## src/rtl/gate_tester_pkg.sv

```systemverilog
// Shared types and 2-input truth tables for the gate sweep tester.
package gate_tester_pkg;

    typedef enum logic [1:0] {
        IDLE,
        RUN,
        DONE
    } state_t;

    // Bit i is the expected gate output for input vector i (a = bit 1, b = bit 0).
    localparam logic [3:0] NAND_TT = 4'b0111;
    localparam logic [3:0] AND_TT  = 4'b1000;
    localparam logic [3:0] OR_TT   = 4'b1110;
    localparam logic [3:0] XOR_TT  = 4'b0110;

endpackage

```

## src/rtl/gate_tester_if.sv

```systemverilog
// Control, stimulus and result signals between the tester and its environment.
interface gate_tester_if #(
    parameter int N_IN = 2
);
    logic            start;
    logic [N_IN-1:0] vec_out;
    logic            dut_y;
    logic            busy;
    logic            done;
    logic            pass;
    logic [N_IN:0]   err_count;
    logic            fail_valid;
    logic [N_IN-1:0] fail_vec;

    modport master (
        output start, dut_y,
        input  vec_out, busy, done, pass, err_count, fail_valid, fail_vec
    );

    modport slave (
        input  start, dut_y,
        output vec_out, busy, done, pass, err_count, fail_valid, fail_vec
    );
endinterface

```

## src/rtl/gate_tester_ctr.sv

```systemverilog
// Vector/settle counter: each vector is held for SETTLE+1 enabled cycles,
// and the vector holds at its maximum once the sweep completes.
module gate_tester_ctr #(
    parameter int N_IN   = 2,
    parameter int SETTLE = 2
) (
    input  logic            clk,
    input  logic            rst,
    input  logic            clear,
    input  logic            enable,
    output logic [N_IN-1:0] vec,
    output logic            last_sample,
    output logic            last_vector
);
    localparam int SW = (SETTLE > 0) ? $clog2(SETTLE + 1) : 1;
    localparam logic [SW-1:0]   SETTLE_MAX = SW'(SETTLE);
    localparam logic [N_IN-1:0] VEC_MAX    = '1;

    logic [N_IN-1:0] vec_reg;
    logic [SW-1:0]   settle_reg;

    assign vec         = vec_reg;
    assign last_sample = (settle_reg == SETTLE_MAX);
    assign last_vector = (vec_reg == VEC_MAX);

    always_ff @(posedge clk) begin
        if (rst || clear) begin
            vec_reg    <= '0;
            settle_reg <= '0;
        end else if (enable) begin
            if (last_sample) begin
                settle_reg <= '0;
                if (!last_vector) begin
                    vec_reg <= vec_reg + 1'b1;
                end
            end else begin
                settle_reg <= settle_reg + 1'b1;
            end
        end
    end

endmodule

```

## src/rtl/gate_tester.sv

```systemverilog
// Sweeps all input vectors of a combinational gate, compares its output
// against the EXPECT truth table and reports error count and first failure.
module gate_tester
    import gate_tester_pkg::*;
#(
    parameter int                 N_IN   = 2,
    parameter int                 SETTLE = 2,
    parameter logic [2**N_IN-1:0] EXPECT = NAND_TT
) (
    input logic         clk,
    input logic         rst,
    gate_tester_if.slave bus
);
    state_t          state_reg, state_next;
    logic            ctr_clear, ctr_enable;
    logic            last_sample, last_vector;
    logic [N_IN-1:0] vec;
    logic [N_IN:0]   err_count_reg;
    logic            fail_valid_reg;
    logic [N_IN-1:0] fail_vec_reg;
    logic            sample, mismatch;

    gate_tester_ctr #(
        .N_IN   (N_IN),
        .SETTLE (SETTLE)
    ) u_ctr (
        .clk         (clk),
        .rst         (rst),
        .clear       (ctr_clear),
        .enable      (ctr_enable),
        .vec         (vec),
        .last_sample (last_sample),
        .last_vector (last_vector)
    );

    // Case inequality so an X/Z response is reported as a failure in simulation.
    assign mismatch = (bus.dut_y !== EXPECT[vec]);
    assign sample   = (state_reg == RUN) && last_sample;

    always_ff @(posedge clk) begin
        if (rst) begin
            state_reg <= IDLE;
        end else begin
            state_reg <= state_next;
        end
    end

    always_comb begin
        state_next = state_reg;
        ctr_clear  = 1'b0;
        ctr_enable = 1'b0;
        case (state_reg)
            IDLE, DONE: begin
                if (bus.start) begin
                    state_next = RUN;
                    ctr_clear  = 1'b1;
                end
            end
            RUN: begin
                ctr_enable = 1'b1;
                if (last_sample && last_vector) begin
                    state_next = DONE;
                end
            end
            default: state_next = IDLE;
        endcase
    end

    always_ff @(posedge clk) begin
        if (rst || ctr_clear) begin
            err_count_reg  <= '0;
            fail_valid_reg <= 1'b0;
            fail_vec_reg   <= '0;
        end else if (sample && mismatch) begin
            err_count_reg <= err_count_reg + 1'b1;
            if (!fail_valid_reg) begin
                fail_valid_reg <= 1'b1;
                fail_vec_reg   <= vec;
            end
        end
    end

    assign bus.vec_out    = vec;
    assign bus.busy       = (state_reg == RUN);
    assign bus.done       = (state_reg == DONE);
    assign bus.pass       = (state_reg == DONE) && (err_count_reg == '0);
    assign bus.err_count  = err_count_reg;
    assign bus.fail_valid = fail_valid_reg;
    assign bus.fail_vec   = fail_vec_reg;

endmodule

```

## src/flat_wrapper.sv

```systemverilog
// flat-port wrapper written by rule: the top's interface ports become plain ports
module gate_tester_flat import gate_tester_pkg::*;
#(
    parameter int                 N_IN   = 2,
    parameter int                 SETTLE = 2,
    parameter logic [2**N_IN-1:0] EXPECT = NAND_TT
)
  (clk, rst, bus_start, bus_dut_y, bus_vec_out, bus_busy, bus_done, bus_pass, bus_err_count, bus_fail_valid, bus_fail_vec);
  gate_tester_if #(.N_IN(N_IN)) bus_i ();
  input logic clk;
  input logic rst;
  input wire logic [$bits(bus_i.start)-1:0] bus_start;
  input wire logic [$bits(bus_i.dut_y)-1:0] bus_dut_y;
  output wire logic [$bits(bus_i.vec_out)-1:0] bus_vec_out;
  output wire logic [$bits(bus_i.busy)-1:0] bus_busy;
  output wire logic [$bits(bus_i.done)-1:0] bus_done;
  output wire logic [$bits(bus_i.pass)-1:0] bus_pass;
  output wire logic [$bits(bus_i.err_count)-1:0] bus_err_count;
  output wire logic [$bits(bus_i.fail_valid)-1:0] bus_fail_valid;
  output wire logic [$bits(bus_i.fail_vec)-1:0] bus_fail_vec;
  assign bus_i.start = bus_start;
  assign bus_i.dut_y = bus_dut_y;
  assign bus_vec_out = bus_i.vec_out;
  assign bus_busy = bus_i.busy;
  assign bus_done = bus_i.done;
  assign bus_pass = bus_i.pass;
  assign bus_err_count = bus_i.err_count;
  assign bus_fail_valid = bus_i.fail_valid;
  assign bus_fail_vec = bus_i.fail_vec;
  gate_tester #(.N_IN(N_IN), .SETTLE(SETTLE), .EXPECT(EXPECT)) u_core (.clk(clk), .rst(rst), .bus(bus_i));
endmodule
```

## config.mk

```make
export PLATFORM = sky130hd
export DESIGN_NAME = gate_tester_flat
export DESIGN_NICKNAME = d
export VERILOG_FILES = /design/src/rtl/gate_tester_pkg.sv /design/src/rtl/gate_tester_if.sv /design/src/rtl/gate_tester_ctr.sv /design/src/rtl/gate_tester.sv /design/src/flat_wrapper.sv
export SDC_FILE = /design/constraint.sdc
export NUM_CORES = 1
export LEC_CHECK = 0
export BUFFER_PORTS_ARGS = -buffer_cell sky130_fd_sc_hd__buf_4
export CAP_MARGIN = 0
export CORE_MARGIN = 2
export CORE_UTILIZATION = 45
export CTS_CLUSTER_DIAMETER = 100
export DETAILED_ROUTE_END_ITERATION = 6
export PLACE_DENSITY = 0.79
export SLEW_MARGIN = 15
export SYNTH_ARGS = -nofsm -noshare
export SYNTH_HDL_FRONTEND = slang
export SYNTH_HIERARCHICAL = 1
export SYNTH_SLANG_ARGS = --single-unit
```

## constraint.sdc

```tcl
create_clock -name clk -period 1.4 [get_ports clk]
set_input_delay 0.14 -clock clk [delete_from_list [all_inputs] [get_ports clk]]
set_output_delay 0.14 -clock clk [all_outputs]
set_load 0.02 [all_outputs]
```

Word-level counts from Yosys, hierarchy flattened. Index checks and enable logic that the tools add are counted.

Flip-flop bits (word level): 12. Output and inout bits: 11. Logic and storage cells: 39.

Add/sub/neg operators: 3. Magnitude comparators: 1. Equality and inequality tests: 7. Mux-type cells: 9. Bitwise logic cells: 2. Reduce and logical (&&, ||, !) cells: 11.

Operators by type and width (number): $eq 2x2->1 const B (3); $mux 2 (3); $add 2x1->2 const B (2); $logic_and 1x1->1 (4); $mux 1 (4); $pmux 2 s2 (1); $reduce_and 2->1 (2); $add 3x1->3 const B (1); $logic_not 3->1 (1); $lt 2x3->1 const B (1); $reduce_and 3->1 (1); $bmux 1 s2 (1); $eq 2x1->1 const B (1); $logic_not 2->1 (1); $ne 2x1->1 const B (1); $ne 2x2->1 const B (1); $not 1->1 (2); $reduce_or 2->1 (1); $logic_or 1x1->1 (1); $nex 1x1->1 (1).

Depth between registers and ports, before layout. Gate-level depths: netlist of the first run.

Depth in word-level cells: 5. Mapped depth: 4. Gate-level depth less buffers: 4.

Modules after synthesis. Netlist of the first run, hierarchy kept.

By module, submodules not included: gate_tester (times used 1, cells an instance 47, area an instance 430.4 um2); gate_tester_ctr (times used 1, cells an instance 19, area an instance 210.2 um2).

Worst setup path before layout of the first run. Ideal clock, no wire load.

Kind: register to register. From: register u_core.state_reg[0]. To: register u_core.u_ctr.vec_reg[0] (netlist: u_core/u_ctr/vec[0]). Setup time: 0.121 ns. Arrival time: 1.491 ns. Setup slack: -0.211 ns. Stages on the path, launching flop included: 4. Clock period less this slack: 1.611 ns. Cells stage by stage: dfxtp_1 > nor2b_1 > and4bb_1 > mux2_2.

RTL lines: from (decl) (line gate_tester.sv:14) `state_t state_reg, state_next;`; from (signal assigned) (line gate_tester.sv:44) `state_reg <= state_next;`; $eq 2x1->1; named net bus_busy (line flat_wrapper.sv:15) `output wire logic [$bits(bus_i.busy)-1:0] bus_busy;`; $mux 1 (line gate_tester.sv:52) `case (state_reg)`; $reduce_and 3->1 (no source line); to (signal assigned) (line gate_tester_ctr.sv:34) `vec_reg <= vec_reg + 1'b1;`; to (decl) (line gate_tester_ctr.sv:19) `logic [N_IN-1:0] vec_reg;`.

The timed path passes the listed nets, and every way through them passes these cells. A chain may end at the register's enable or synchronous reset.

Worst setup path after layout of the first run.
From: register u_core.u_ctr.vec_reg[0] (netlist: u_core/u_ctr/vec[0]). To: register u_core.u_ctr.vec_reg[0] (netlist: u_core/u_ctr/vec[0]).

Longest elaborated chain between the ends: 3.

RTL lines: $eq 2x2->1 (line gate_tester_ctr.sv:24) `assign last_vector = (vec_reg == VEC_MAX);`; named net u_core.last_vector (line gate_tester.sv:16) `logic last_sample, last_vector;`; $not 1->1 (no source line); $reduce_and 3->1 (no source line).

The timed path passes the listed nets, and every way through them passes these cells.

==> results of run 1 <==
area by class of cell:
| cell class | instances | area (µm²) |
|---|---|---|
| Inverter | 5 | 18.8 |
| Sequential cell | 12 | 244 |
| Timing Repair Buffer | 20 | 154 |
| Tap cell | 15 | 18.8 |
| Fill cell | 111 | 443 |
| Clock buffer | 3 | 22.5 |
| Multi-Input combinational cell | 49 | 417 |
logic make-up (layout without fill, tap and decap cells):
family,Yosys count,in the layout,share of synthesized area (%)
AO/OA/AOI/OAI,8,8,9.96
adder cells (fa/ha/maj),3,3,5.86
buffers and inverters,5,28,2.93
flip-flops,12,12,37.5
multiplexers,6,6,9.96
AND/OR/NAND/NOR,32,32,33.8
what timing repair did:
action                                 4_1_cts  5_1_grt
gates resized for setup                      4        6
pin swaps                                    0        1
setup endpoints to repair                    2        6
endpoints found under the hold margin        0        0
buffers inserted                             1        0
power breakdown:
group	switching [W]	internal (W)	total, W
combinational	0.0000403	0.0000319	0.0000722
clock	0.000121	0.0000996	0.000220
sequential	0.00000536	0.000346	0.000351
how the worst max path moves through the flow:
stage	start	end	slack, ps	cells past startpoint
global placement	u_core/u_ctr/settle_reg[1]	u_core/bus.err_count[0]	30	4
floorplan	u_core/u_ctr/vec[1]	u_core/bus.err_count[0]	20	3
finish	u_core/u_ctr/vec[0]	u_core/u_ctr/vec[0]	50	3
global route	u_core/state_reg[1]	bus_pass	-10	3
detailed placement	u_core/u_ctr/settle_reg[1]	u_core/bus.err_count[0]	10	4
CTS	u_core/bus.err_count[0]	bus_pass	6	5
Yosys cell counts, types with 2 or more instances:
cell      number
nor2_1         3
inv_1          5
mux2i_1        3
ha_1           3
nor3b_1        3
a21boi_1       2
nand3b_1       2
nor3_1         3
dfxtp_1       12
nor2b_1        3
nand3_1        6
nand2b_1       3
mux2_2         3
stage by stage:
step	instance area [µm²]	cells	utilization (%)
3_5_place_dp	811	100	61.5
4_1_cts	851	104	64.6
2_1_floorplan	649	66	-
3_3_place_gp	811	100	61.5
5_1_grt	875	104	66.4
6_report	875	104	66.4
layer usage:
layer  up-vias  track usage (%)
met5         -                0
met4         0             11.6
met3         2             2.61
met2        16             26.3
met1       270             22.8
li1        290                -
cells in the final DEF, fill, tap and decap left out, drive strengths merged, types with 2 or more instances in the layout:
cell | synthesis | final
mux2 | 3 | 3
inv | 5 | 5
nand3 | 6 | 6
ha | 3 | 3
nor3 | 4 | 4
buf | 0 | 20
nor2b | 3 | 3
nor3b | 3 | 3
clkbuf | 0 | 3
and3b | 2 | 2
a21boi | 2 | 2
dfxtp | 12 | 12
a211oi | 2 | 2
mux2i | 3 | 3
nor2 | 3 | 3
nand3b | 2 | 2
nand2b | 3 | 3
critical path, stage by stage (launching register included):
cell	delay (ps)
dfxtp_2	360
ha_1	230
and4bb_1	310
mux2_2	340
==> reports/metrics.cfg, run 1 <==
[outcome]
status=finished, final reports clean

[min_path]
hold_end=u_core/u_ctr/settle_reg[0]
holdCritPathClass=in -> reg
hold_path.startpoint=rst
worstHoldPathCells=2

[layout]
n_antenna_cell=0
drive_gt1_share_pct=42.7
largest_reg_flops=3
nets=98
synthToLayoutAreaGrowth_pct=36.5

[synthesis]
synth_cell_types=28
yosys_warnings=6
ys.flop_type=dfxtp_1
synth_edf_count=0
syn_nets=73
seq_area_frac_synth_pct=37.5
synthCells=66
yosys-top-cells-area=dfxtp_1 (38%), ha_1 (5.9%), mux2_2 (5.3%)
synthArstFlopShare_pct=0
syn_area_per_cell_um2=9.71
yosysTopAreaCell=dfxtp_1
yosys.area.top_type_share_pct=37.5
synthesis.area_um2=641
ys_ff_latch=12

[global_routing]
grt_pass1_vias=528
grt_max_degree=13
grt-ovfl-total=0
grt_pass1_wl_um=2290
antenna_found_initial=0
grt_use_total_pct=17.4

[detailed_routing]
drt_iter0_markers=11
highest_layer=met4
firstDrtPassIters=4
wirelength_um=1390
via_per_inst=5.56
route.met3.wl_um=69
wl_met1_um=641
wl_met2_um=656
dr_total_vias=578
postRouteAntennaNets=0
wire_per_inst_um=13.3
drc_errors=0

[worst_setup_path]
ff2ff_setup_slack_ps=50
r2r-end=u_core/u_ctr/vec[0]
crit_fanout=7
r2r_start=u_core/u_ctr/vec[0]
ff2ff_path_depth=3
endpoint_kind=flop
arrival_ps=1510
setup.worst_path.start_class=flop
critPathKind=reg -> reg
cp.required_ps=1560

[sta]
hold_viol=0
period_needed_ps=1350
maxSlewViolCount=0
fmaxAchievable_ghz=0.743
grt_setup_unrepaired=yes
worstMarginPinSlew_ps=415
relSlewSlack_pct=72.1
worst_slack_ps=53.4
finalSetupViolCount=0
holdWs_ps=117
setup_tns_ps=0
finalCritPeriodShare_pct=96.2
skew_ps=6.56

[die]
num_io_pins=15
die_h_um=41.7
rows=13
die_w_um=41.7
start_util_pct=48.6
dieArea_um2=1740
fp.coreArea_um2=1320

[power_and_ir_drop]
ir_worst_vdd_mv=0.528
p_leak_nw=0.363
powerDensity_nw_per_um2=736
fin_total_pwr_w=0.000644

[cts]
cts_buffers=3
clock_path_buffers=2
ctsHoldBuffers=0
cts_tree=yes
cts.sinks=12
clk_pin_slew_ps=70
cts_root_buffer=clkbuf_4
clkLatencyLatePin_ps=280
htree_num_levels=1

[placement]
hpwlAfterDp_um=1020
gp_congestion=0.760
port_buffers=14
pre_cts_ws_ps=9.59

[flow_run]
cap_violations=0

Power figures use the tool's default switching activity.
==> run 2: changes to the inputs <==
BUFFER_PORTS_ARGS = unset   (was -buffer_cell sky130_fd_sc_hd__buf_4)
CORE_AREA = 2 2 39 41   (was unset)
CORE_MARGIN = unset   (was 2)
CORE_UTILIZATION = unset   (was 45)
DIE_AREA = 0 0 41 43   (was unset)
DONT_BUFFER_PORTS = 1   (was unset)
PLACE_DENSITY = 0.73   (was 0.79)
==> run 2 against run 1 <==
First-iteration DRC count grew 18%. Clock skew shrank 2.6 ps. Non-clock buffer count shrank 7. Sequential cell count is the same. Register-to-register slack lost 30 ps. Cell area shrank 5.0%. Critical path type unchanged. Critical endpoint is now u_core/bus.err_count[0]. Largest cell class unchanged. Highest routed layer unchanged.
==> reports/metrics.cfg, run 2 (synthesized netlist as in run 1, its figures left out) <==
[layout]
final_util_pct=60.0
num-fill-cells=126
n_antenna_cell=0
final_common_cell=buf_4
synthToLayoutAreaGrowth_pct=29.7
largest_reg_flops=3
nets=91
final_cell_mix=buf_4 (10), dfxtp_1 (8), nand3_1 (6)
drive_gt1_share_pct=39.0

[detailed_routing]
drc_errors=0
postRouteAntennaNets=0
wirelength_um=1510
wire_per_inst_um=15.4
via_per_inst=5.82
firstDrtPassIters=4
drt_iter0_markers=13
dr_total_vias=570

[sta]
finalCritPeriodShare_pct=98.5
worst_slack_ps=21.3
fmaxAchievable_ghz=0.725
skew_ps=3.97
hold_viol=0
maxSlewViolCount=0
setup_tns_ps=0
finalSetupViolCount=0
grt_setup_unrepaired=yes
relSlewSlack_pct=78.1
period_needed_ps=1380
worstMarginPinSlew_ps=328

[power_and_ir_drop]
p_int_w=0.000472
p_sw_w=0.000149
sw_frac_of_total_pct=24.1
power_frac_comb_pct=9.8
pwr-share-seq_pct=56.8
ir_worst_vdd_mv=0.575
p_leak_nw=0.322
p_clk_share_pct=33.4
fin_total_pwr_w=0.000621
powerDensity_nw_per_um2=748

[die]
num_io_pins=15
rows=14
start_util_pct=46.3
fp.coreArea_um2=1380
dieArea_um2=1760
die_h_um=43
die_w_um=41

[worst_setup_path]
ff2ff_setup_slack_ps=20
cpMaxStageDelayCell=dfxtp_2
path_buf_inv=0
crit_fanout=5
ff2ff_path_depth=4
path_delay_family=simple AND/OR/NAND/NOR gates
cp.required_ps=1550
worst-path-stages=4
cp_cell_sequence=nor2b_4 -> nand3b_1 -> nor3_2 -> mux2_4
critPathMaxStageDelay_ps=360
setup.worst_path.start_class=flop
critPathKind=reg -> reg
arrival_ps=1530
endpoint_kind=flop

[placement]
port_buffers=0
gp_congestion=0.757
pre_cts_ws_ps=9.29
hpwlAfterDp_um=1090

[outcome]
status=finished, final reports clean

[cts]
clock_path_buffers=2
cts_tree=yes
htree_num_levels=1
cts_root_buffer=clkbuf_4
clk_pin_slew_ps=70
cts_buffers=3
cts.sinks=12
clkLatencyLatePin_ps=270

[global_routing]
antenna_found_initial=0
gr-usage-met3_pct=4.71
grt_use_total_pct=20.7
grt-ovfl-total=0
grt_pass1_wl_um=2350
use_met1_pct=23.4
grt_use_met2_pct=31.6
top_usage_layer=met2
grt_pass1_vias=567
grt_max_degree=11

[min_path]
worstHoldPathCells=2
holdCritPathClass=in -> reg

[flow_run]
cap_violations=0

==> run 2: worst paths after layout <==
check / startpoint / endpoint
max: u_core/u_ctr/settle_reg[1] / u_core/bus.err_count[0]
min: rst / u_core/bus.fail_valid
max reg2reg: u_core/u_ctr/settle_reg[1] / u_core/bus.err_count[0]
min reg2reg: u_core/u_ctr/settle_reg[1] / u_core/u_ctr/settle_reg[1]
==> run 2: cell type report <==
type / instances / area (µm²) / area share, %
tap: 16 / 20.0 / 2.41
inverter: 5 / 18.8 / 2.26
multi-input combinational: 49 / 417 / 50.2
clock buffer: 3 / 22.5 / 2.71
sequential: 12 / 245 / 29.5
timing repair buffer: 13 / 108 / 13.0
==> run 2: power by group through the flow <==
stage	sequential (W)	clock [W]	combinational (W)
2_1_floorplan	0.000358	0	0.0000395
3_3_place_gp	0.000359	0	0.0000535
3_5_place_dp	0.000360	0	0.0000540
4_1_cts	0.000352	0.000220	0.0000582
5_1_grt	0.000354	0.000234	0.0000667
6_report	0.000353	0.000207	0.0000609
==> run 2: what timing repair did <==
action / in CTS / in global routing
pin swaps: 0 / 1
buffers inserted: 0 / 1
setup endpoints to repair: 2 / 3
hold buffers: 1 / 0
endpoints found under the hold margin: 4 / 0
resized for setup: 5 / 8
==> run 2: metrics by stage <==
stage               cell area [µm²]  instances  hold WS [ps]
finish                          831         98          36.3
global route                    831         98          26.1
CTS                             797         97          22.9
detailed placement              752         93           208
global placement                752         93           206
floorplan                       649         66           205
==> run 2: worst register-to-register path: stages (launching register included) <==
cell	delay, ps
dfxtp_2	360
nor2b_4	160
nand3b_1	130
nor3_2	280
mux2_4	330
==> run 2: metal layers <==
metal | routed length, µm | part of all wire (%) | up-vias
met1 | 600 | 40 | 263
li1 | - | - | 275
met2 | 735 | 49 | 28
met3 | 143 | 9.5 | 4
met4 | 29 | 1.9 | 0
met5 | 0 | 0 | -
